## src/rtl/bus_rr.sv

```systemverilog
// Two-master round-robin system bus with windowed slave decode and
// programmable read latency; done/err handshake per transfer.
module bus_rr #(
  parameter int unsigned          AW      = 16,
  parameter int unsigned          DW      = 64,
  parameter int unsigned          NS      = 2,
  parameter logic [NS*AW-1:0]     S_BASE  = {16'h7000, 16'h0000},
  parameter logic [NS*AW-1:0]     S_LIMIT = {16'h71ff, 16'h07ff},
  parameter int unsigned          RD_LAT  = 1
) (
  input  logic             clk,
  input  logic             reset_n,
  input  logic             m0_req,
  input  logic             m1_req,
  input  logic             m0_wr,
  input  logic             m1_wr,
  input  logic [AW-1:0]    m0_addr,
  input  logic [AW-1:0]    m1_addr,
  input  logic [DW-1:0]    m0_dout,
  input  logic [DW-1:0]    m1_dout,
  output logic             m0_grant,
  output logic             m1_grant,
  output logic [DW-1:0]    m0_din,
  output logic [DW-1:0]    m1_din,
  output logic             m0_done,
  output logic             m1_done,
  output logic             m_err,
  output logic [NS-1:0]    s_sel,
  output logic [AW-1:0]    s_addr,
  output logic             s_wr,
  output logic [DW-1:0]    s_din,
  input  logic [NS*DW-1:0] s_dout
);

  localparam int unsigned CW = $clog2(RD_LAT + 2);

  typedef enum logic [1:0] {
    IDLE  = 2'd0,
    GRANT = 2'd1,
    XFER  = 2'd2
  } state_t;

  state_t          state, state_nx;
  logic            owner;
  logic            last;
  logic            miss;
  logic [CW-1:0]   cnt;
  logic            win;
  logic            tie;
  logic            own_wr;
  logic [AW-1:0]   own_addr;
  logic [DW-1:0]   own_dout;
  logic            xfer_last;
  logic            done;
  logic [NS-1:0]   dec_sel;
  logic            dec_hit;
  logic [DW-1:0]   rd_data;

  assign own_wr    = owner ? m1_wr   : m0_wr;
  assign own_addr  = owner ? m1_addr : m0_addr;
  assign own_dout  = owner ? m1_dout : m0_dout;
  assign tie       = m0_req & m1_req;
  assign win       = tie ? ~last : m1_req;
  assign xfer_last = own_wr || (cnt == CW'(RD_LAT));
  assign done      = (state == XFER) && xfer_last;

  always_comb begin
    state_nx = IDLE;
    case (state)
      IDLE:    state_nx = (m0_req || m1_req) ? GRANT : IDLE;
      GRANT:   state_nx = XFER;
      XFER:    state_nx = xfer_last ? IDLE : XFER;
      default: state_nx = IDLE;
    endcase
  end

  // Window test as (addr - base) <= (limit - base): same result as the
  // two-sided compare but never a constant compare against a zero base.
  always_comb begin
    dec_sel = '0;
    dec_hit = 1'b0;
    for (int unsigned i = 0; i < NS; i++) begin
      if (!dec_hit && (S_BASE[i*AW +: AW] <= S_LIMIT[i*AW +: AW]) &&
          ((own_addr - S_BASE[i*AW +: AW]) <=
           (S_LIMIT[i*AW +: AW] - S_BASE[i*AW +: AW]))) begin
        dec_sel[i] = 1'b1;
        dec_hit    = 1'b1;
      end
    end
  end

  always_ff @(posedge clk) begin
    if (!reset_n) begin
      state <= IDLE;
      owner <= 1'b0;
      last  <= 1'b1;
      s_sel <= '0;
      miss  <= 1'b0;
      cnt   <= '0;
    end else begin
      state <= state_nx;
      if (state == IDLE && (m0_req || m1_req)) begin
        owner <= win;
        if (tie) last <= win;
      end
      if (state == GRANT) begin
        s_sel <= dec_sel;
        miss  <= ~dec_hit;
        cnt   <= '0;
      end else if (state == XFER) begin
        if (xfer_last) begin
          s_sel <= '0;
          miss  <= 1'b0;
        end else begin
          cnt <= cnt + 1'b1;
        end
      end
    end
  end

  always_comb begin
    rd_data = '0;
    for (int unsigned i = 0; i < NS; i++) begin
      if (s_sel[i]) rd_data = s_dout[i*DW +: DW];
    end
  end

  assign m0_grant = ((state == GRANT) || (state == XFER)) && !owner;
  assign m1_grant = ((state == GRANT) || (state == XFER)) && owner;
  assign m0_done  = done && !owner;
  assign m1_done  = done && owner;
  assign m_err    = done && miss;
  assign m0_din   = (!owner && (s_sel != '0)) ? rd_data : '0;
  assign m1_din   = (owner && (s_sel != '0)) ? rd_data : '0;
  assign s_addr   = own_addr;
  assign s_din    = own_dout;
  assign s_wr     = own_wr && (state == XFER) && !miss;

endmodule
```

## config.mk

```make
export PLATFORM = sky130hd
export DESIGN_NAME = bus_rr
export DESIGN_NICKNAME = d
export VERILOG_FILES = /design/src/rtl/bus_rr.sv
export SDC_FILE = /design/constraint.sdc
export NUM_CORES = 1
export LEC_CHECK = 0
export CAP_MARGIN = 10
export CORE_AREA = 4 4 195 197
export CTS_CLUSTER_DIAMETER = 120
export CTS_CLUSTER_SIZE = 25
export DETAILED_ROUTE_END_ITERATION = 7
export DIE_AREA = 0 0 199 201
export GPL_ROUTABILITY_DRIVEN = 0
export SYNTH_ARGS = -nofsm -noshare
export SYNTH_HDL_FRONTEND = slang
export SYNTH_SLANG_ARGS = --single-unit
```

## constraint.sdc

```tcl
create_clock -name clk -period 1.7 [get_ports clk]
set_input_delay 0.17 -clock clk [delete_from_list [all_inputs] [get_ports clk]]
set_output_delay 0.17 -clock clk [all_outputs]
set_load 0.01 [all_outputs]
```

# --- Yosys cells after proc, flatten, opt, wreduce, memory -nomap -nowiden ---
# Index checks and enable logic that the tools add are counted.
classes:
  n_addsub: 2
  n_reduce_logical: 26
  bitwise: 5
  eq_ne: 3
  mux: 20
  magnitude_cmp: 2
op_table:
  columns: ["cell", "count"]
  rows:
  - ["$mux 64", 5]
  - ["$le 16x11->1 const B", 1]
  - ["$le 16x9->1 const B", 1]
  - ["$mux 16", 1]
  - ["$sub 16x15->16 const B", 1]
  - ["$logic_and 1x1->1", 12]
  - ["$mux 1", 9]
  - ["$mux 2", 4]
  - ["$pmux 2 s3", 1]
  - ["$reduce_and 2->1", 3]
  - ["$reduce_bool 2->1", 3]
  - ["$eq 2x1->1 const B", 2]
  - ["$not 1->1", 4]
  - ["$logic_not 1->1", 3]
  - ["$logic_or 1x1->1", 3]
  - ["$add 2x1->2 const B", 1]
  - ["$eq 2x2->1 const B", 1]
  - ["$logic_not 2->1", 1]
  - ["$reduce_or 2->1", 1]
  - ["$and 1x1->1", 1]
word_totals:
  inputBits: 294
  regBits: 9
  word_cells: 64
  out_inout_bits: 216

# --- Longest topological paths before layout ---
# Gate-level depths: netlist of run 1.
depth:
  depth_word: 8
  ltp_mapped: 5
  ltp_nobuf: 5

# --- Worst setup path before layout of run 1 ---
# Ideal clock, no wire load.
synth_path:
  path_type: "reg2out"
  from: "reg s_sel[1]"
  to: "out m1_din[14]"
  stages_incl_launch_ff: 5
  setup_slack_ps: 218
  arrival_time_ps: 1312
  t_required_ps: 1530
  path_buffers: 2
  cell_sequence: "dfxtp_1 > clkbuf_1 > clkbuf_1 > a22oi_1 > nor2b_1"
synth_between:
  elab_chain_cells: 3
  elab_cells_between_ends: 4
  classes_between: "mux: 2; reduce/logical: 2"
synth_lines:
  columns: ["item", "line", "text"]
  rows:
  - ["start, declared", "28", "output logic [NS-1:0] s_sel,"]
  - ["start signal, assigned", "107", "s_sel <= dec_sel;"]
  - ["$reduce_bool 2->1", "134", "assign m1_din = (owner && (s_sel != '0)) ? rd_data : '0;"]
  - ["$logic_and 1x1->1", "134", null]
  - ["$mux 64 (*)", "134", null]
  - ["end, declared", "24", "output logic [DW-1:0] m1_din,"]
# Every way passes the cells marked *; elsewhere a longest branch is shown, timed or not.

# --- Final worst setup path of run 1 ---
layout_path:
  from: "reg owner"
  to: "out s_addr[4]"
layout_between:
  elab_chain_cells: 1
layout_lines:
  columns: ["item", "line", "text"]
  rows:
  - ["start, declared", "44", "logic owner;"]
  - ["start signal, assigned", "103", "owner <= win;"]
  - ["$mux 16", "60", "assign own_addr = owner ? m1_addr : m0_addr;"]
  - ["end, declared", "29", "output logic [AW-1:0] s_addr,"]
# No other way between the ends.

==> impl_metrics.tcl, run 1 <==
set metrics [dict create \
    status "finished, violations left" \
    post-route-min-period_ns 1.84 \
    irDropWorstVdd_v 0.000289 \
    finClkSkew_ns 0.00249 \
    reg2reg_slack_ns -0.08 \
    synth_area_um2 2750 \
    portBuffers 509 \
    cts.sinks 9 \
    p_int_mw 2.01 \
    diodes 0 \
    crit_path_max_incr_delay_ns 0.36 \
    final_antenna_net_count 0 \
    crit_arrival_ns 1.67 \
    path_cells "buf_12 > buf_12 > buf_16 > buf_8 > buf_6 > mux2_4 > buf_6" \
    ys_warn_count 0 \
    avgSynthCellArea_um2 7.41 \
    track_usage_pct 11.7 \
    drtIter0Drc 142 \
    area_growth_pct 258 \
    antenna_found_initial 1 \
    num_io_pins 510 \
    dpl_cell_area_um2 8750 \
    setup_viol 50 \
    htree_num_levels 1 \
    cts_root_buf "clkbuf_16" \
    maxCapViolations 0 \
    synthCells 371 \
    worstSetupEndpointType "output pin" \
    cts_tree "built" \
    hp-class "flip-flop to flip-flop" \
    cts_buffer_depth 2 \
    die_w_um 199 \
    wl_per_cell_um 20.0 \
    ys_types 30 \
    worst-path-max-fanout 5 \
    gr-total-overflow 0 \
    rsz0062_at_grt "true" \
    leakagePower_nw 4.32 \
    detail_route.vias_per_cell 3.72 \
    path_class "flip-flop to output pin" \
    postCtsHoldBufs 0 \
    setup_slack_ns -0.144 \
    first_pass_iters 4 \
    cp_slowest_cell "dfxtp_4" \
    tightest_slew_ns 0.460 \
    die_area_um2 40000 \
    synth-seq-area-share_pct 6.55 \
    dieHeight_um 201 \
    fmax_ghz 0.542 \
    crit_required_ns 1.53 \
    synth_area_leaders "mux2_2 (33%), a22oi_1 (17%), nor2b_1 (15%)" \
    grt_pass1_wl_mm 35.4 \
    fillerInstances 3912 \
    drv_slew 0 \
    combPwrFrac_pct 77.9 \
    yosysTopAreaCellShare_pct 32.8 \
    setup.worst_path.start_class "flip-flop" \
    drc 0 \
    clock_power_share_pct 14.1 \
    core-area_um2 36300 \
    grt_max_degree 41 \
    placed_cells_incl_taps 1362 \
    sw_frac_of_total_pct 31.6 \
    ys_ff_latch 9 \
    fin_crit_sh_pct 108 \
    clkTransAtPathRegs_ns 0.04 \
    p_sw_uw 931 \
    num_vias 5340 \
    fp-row-count 70 \
    drt-total-wl_mm 28.7 \
    instances_no_fill 1435 \
    final_nets 1267 \
    cts_buffers 3 \
    grt_pass1_vias 5344 \
    final_cell_area_um2 9830 \
    violations "setup timing" \
    dp_hpwl_mm 22.1 \
    power_density_nw_per_um2 300 \
    drive_above_1_share_pct 51.1 \
    clk_latency_ns 0.23 \
    max_slew_margin_pct 69.4 \
    start_util_pct 7.58 \
    finalHoldViolations 0 \
    yosys.area.top_type "mux2_2" \
    seq_power_share_pct 8.0 \
    syn_nets 670 \
]
==> layer usage <==
layer / share of wire, % / track usage [%] / vias to the layer above / wire (µm)
met2: 53 / 23.4 / 336 / 15200
met4: 0.89 / 1.07 / 2 / 257
li1: - / - / 2521 / -
met1: 38 / 12.8 / 2463 / 10900
met3: 8.5 / 2.85 / 18 / 2430
met5: 0.045 / 0 / - / 13
==> cell families (layout without fill, tap and decap cells) <==
logic type,after synthesis,count (layout),share of synthesized area (%)
fa+ha+maj,5,5,2.27
compound gates,72,72,20.2
mux,84,84,34.6
buf+inv,41,637,6.41
xor+xnor,2,2,0.637
flops,9,9,6.55
simple gates,158,158,29.4
==> power by group through the flow <==
stage	Sequential, mW	Clock, mW	Combinational [mW]
final	0.235	0.416	2.29
after global routing	0.237	0.438	2.41
after CTS	0.239	0.429	2.04
after detailed placement	0.244	0	1.91
after global placement	0.243	0	1.90
after floorplan	0.235	0	0.563
==> state kept, by name, summed over array words and instances (netlist names) <==
signal,count
cnt,2
owner,1
s_sel,2
state,2
last,1
miss,1
==> synth_stat cells <==
library cell   n
nand4_1        1
nand3b_1       1
a32oi_1        2
xor2_1         2
and2_1         4
o31ai_2        1
buf_6          1
o32ai_1        1
o31ai_1        1
mux2_2        80
and4bb_1       1
a22oi_1       64
dfxtp_1        9
nand3_1        2
inv_1          3
buf_2         12
mux2i_1        2
nand2b_1       2
and3_1         1
a21boi_1       1
clkbuf_1      12
nor3b_1        2
nor2_1        68
nand2_1        6
ha_1           5
nor2b_1       68
mux2_4         2
nor3_1         2
buf_1         13
o211a_1        2
==> stage by stage <==
| stage | utilization, % | setup WS [ns] | hold WS (ns) | setup TNS (ns) | power [mW] |
|---|---|---|---|---|---|
| 2_1_floorplan | - | 0.218 | 0.232 | 0 | 0.798 |
| 3_3_place_gp | 24.1 | -0.366 | 0.473 | -14.61 | 2.15 |
| 3_5_place_dp | 24.1 | -0.339 | 0.485 | -16.30 | 2.15 |
| 4_1_cts | 25.3 | -0.351 | 0.495 | -22.49 | 2.70 |
| 5_1_grt | 27.1 | -0.178 | 0.533 | -9.48 | 3.09 |
| 6_report | 27.1 | -0.144 | 0.496 | -1.98 | 2.94 |
==> placed cells by master (no fill, tap or decap), types with 7 or more instances in the layout <==
cell             netlist  final
clkbuf_16              0     13
buf_12                 0     15
clkdlybuf4s50_1        0    294
buf_16                 0      7
nor2_1                68     56
mux2_4                 2     50
clkbuf_2               0     19
buf_6                  1     68
nor2b_1               68     64
mux2_2                80     32
buf_2                 12    141
a22oi_2                0     59
nor2_2                 0      9
buf_8                  0     14
buf_4                  0     48
==> critical path: cells and delay by family, from the launching register on <==
family	cells	cell delay [ns]
flops	1	0.36
buf+inv	6	0.76
mux	1	0.31
==> worst paths after layout <==
kind	start	to	depth (start not counted)
min	last	last	2
min reg2reg	last	last	2
max reg2reg	owner	miss	8
max	owner	s_addr[4]	7
==> repair_timing <==
action	4_1_cts	5_1_grt
gates cloned	6	10
endpoints found under the setup margin	217	196
setup buffers	26	35
pin swaps	11	23
resized for setup	552	494
==> final cells by class <==
cell class                      instances  area [µm²]  area share (%)
Timing Repair Buffer                  630        5980            60.8
Multi-Input combinational cell        321        2990            30.4
Tap cell                              468         586            5.96
Sequential cell                         9         189            1.92
Clock buffer                            3        75.1           0.764
Inverter                                3        11.3           0.115
Clock inverter                          1        5.00          0.0509
Power figures use the tool's default switching activity.
==> run 2: changes to the inputs <==
MAX_ROUTING_LAYER = met4   (was default)
SKIP_CTS_REPAIR_TIMING = 1   (was default)
==> run 2 against run 1 <==
The flow still finishes with violations (setup timing). Die area did not move. Clock-buffer cell count did not move. Total power fell by 8.6%. Critical path depth fell by 1. Flip-flop and latch count did not move. Non-clock buffer count fell by 33. Highest routed layer is now met4. Global-route usage fell by 0.52 points. Register-to-register slack got worse by 0.19 ns. Sequential power rose by 3%. Clock power barely moved. Core utilization fell by 0.84 points. Largest cell class unchanged.
==> impl_metrics.tcl, run 2 (synthesis results as in run 1) <==
set metrics [dict create \
    fin_crit_sh_pct 118 \
    grt_pass1_wl_mm 32.9 \
    most-common-layout-cells "clkdlybuf4s50_1 (296), dlymetal6s2s_1 (131), mux2_2 (67), clkbuf_2 (67)" \
    drtIter0Drc 153 \
    worstSetupEndpointType "output pin" \
    placed_cells_incl_taps 1362 \
    track_usage_pct 11.2 \
    core-area_um2 36300 \
    grt_max_degree 48 \
    num_io_pins 510 \
    cts_buffers 3 \
    clk_latency_ns 0.23 \
    reg_top3 "cnt x2, s_sel x2, state x2" \
    drive_above_1_share_pct 30.8 \
    leakagePower_nw 5.56 \
    htree_num_levels 1 \
    multi_input_area_um2 2590 \
    maxCapViolations 0 \
    cts_tree "built" \
    fillerInstances 3877 \
    cts.sinks 9 \
    power_density_nw_per_um2 283 \
    portBuffers 509 \
    violations "setup timing" \
    wl_per_cell_um 19.4 \
    irDropWorstVdd_v 0.000309 \
    antenna_found_initial 1 \
    clkTransAtPathRegs_ns 0.04 \
    gr-total-overflow 0 \
    instances_no_fill 1403 \
    drc 0 \
    crit_path_max_incr_delay_ns 0.55 \
    rr_startpoint "owner" \
    grt_pass1_vias 5147 \
    setup-tns-final_ns -9.14 \
    die_w_um 199 \
    holdWs_ns 0.495 \
    path_class "flip-flop to output pin" \
    setup_slack_ns -0.313 \
    cts_root_buf "clkbuf_16" \
    final_common_cell "clkdlybuf4s50_1" \
    final_antenna_net_count 0 \
    startpoint "s_sel[1]" \
    final_core_util_pct 26.3 \
    finClkSkew_ns 0.00200 \
    die_area_um2 40000 \
    min_from "last" \
    dieHeight_um 201 \
    worst-path-max-fanout 13 \
    num_vias 5142 \
    regArea_um2 190 \
    crit_arrival_ns 1.84 \
    start_util_pct 7.58 \
    hp-class "flip-flop to flip-flop" \
    fp-row-count 70 \
    final_nets 1234 \
    first_pass_iters 4 \
    tightest_slew_ns 0.413 \
    detail_route.vias_per_cell 3.67 \
    cp_slowest_cell "clkdlybuf4s50_1" \
    drv_slew 0 \
    cts_buffer_depth 2 \
    setup_viol 56 \
    finalHoldViolations 0 \
    post-route-min-period_ns 2.01 \
    fmax_ghz 0.497 \
    setup.worst_path.start_class "flip-flop" \
    dp_hpwl_mm 22.1 \
    max_slew_margin_pct 72.5 \
    status "finished, violations left" \
    drt-total-wl_mm 27.2 \
    rsz0062_at_grt "true" \
    area_growth_pct 246 \
    path_cells "nor2b_4 > buf_12 > buf_4 > a22oi_1 > nor2_1 > clkdlybuf4s50_1" \
    crit_required_ns 1.53 \
]
==> run 2: cell count changes in the layout (fill, tap and decap cells not counted), moves of 12 or more <==
cell,delta
buf_8,-12
mux2_4,-35
mux2_2,+35
buf_6,-46
buf_2,-132
dlymetal6s2s_1,+125
clkbuf_2,+48
a22oi_1,+45
a22oi_2,-45
==> run 2: per-layer routing <==
metal  part of all wire [%]  track usage (%)
met1                     40             12.6
met2                     52             21.4
met3                    7.4             1.78
met4                   0.35             1.00
met5                      0                -
==> run 2: final cells by class <==
class / count / share of cell area (%)
repair buffers: 597 / 63.7
diodes: 1 / 0.0263
clock inverters: 1 / 0.0525
flip-flops and latches: 9 / 2.00
clock buffers: 3 / 0.788
multi-input cells: 321 / 27.2
inverters: 3 / 0.118
well taps: 468 / 6.15
==> run 2: power breakdown <==
| group | internal [mW] | switching (mW) |
|---|---|---|
| Sequential | 0.224 | 0.0182 |
| Combinational | 1.31 | 0.723 |
| Clock | 0.310 | 0.106 |
| Total | 1.85 | 0.847 |
==> run 2: metrics by stage <==
stage | worst slack (ns) | power (mW) | instance area [µm²]
global placement | -0.366 | 2.15 | 8750
finish | -0.313 | 2.69 | 9530
CTS | -0.534 | 2.59 | 8830
global route | -0.375 | 2.82 | 9530
detailed placement | -0.339 | 2.15 | 8750
floorplan | 0.218 | 0.798 | 2750
==> run 2: final timing paths <==
kind / depth (start not counted) / slack [ns] / end
min reg2reg: 2 / 0.50 / last
min: 2 / 0.50 / last
max reg2reg: 9 / -0.27 / s_sel[1]
max: 6 / -0.31 / m0_din[19]
==> run 2: worst max-delay path: cells and delay by family, from the launching register on <==
family | cells | cell delay, ns
AOI/OAI and AO/OA | 1 | 0.08
DFF | 1 | 0.36
buffers and inverters | 3 | 0.89
and+or+nand+nor | 2 | 0.28
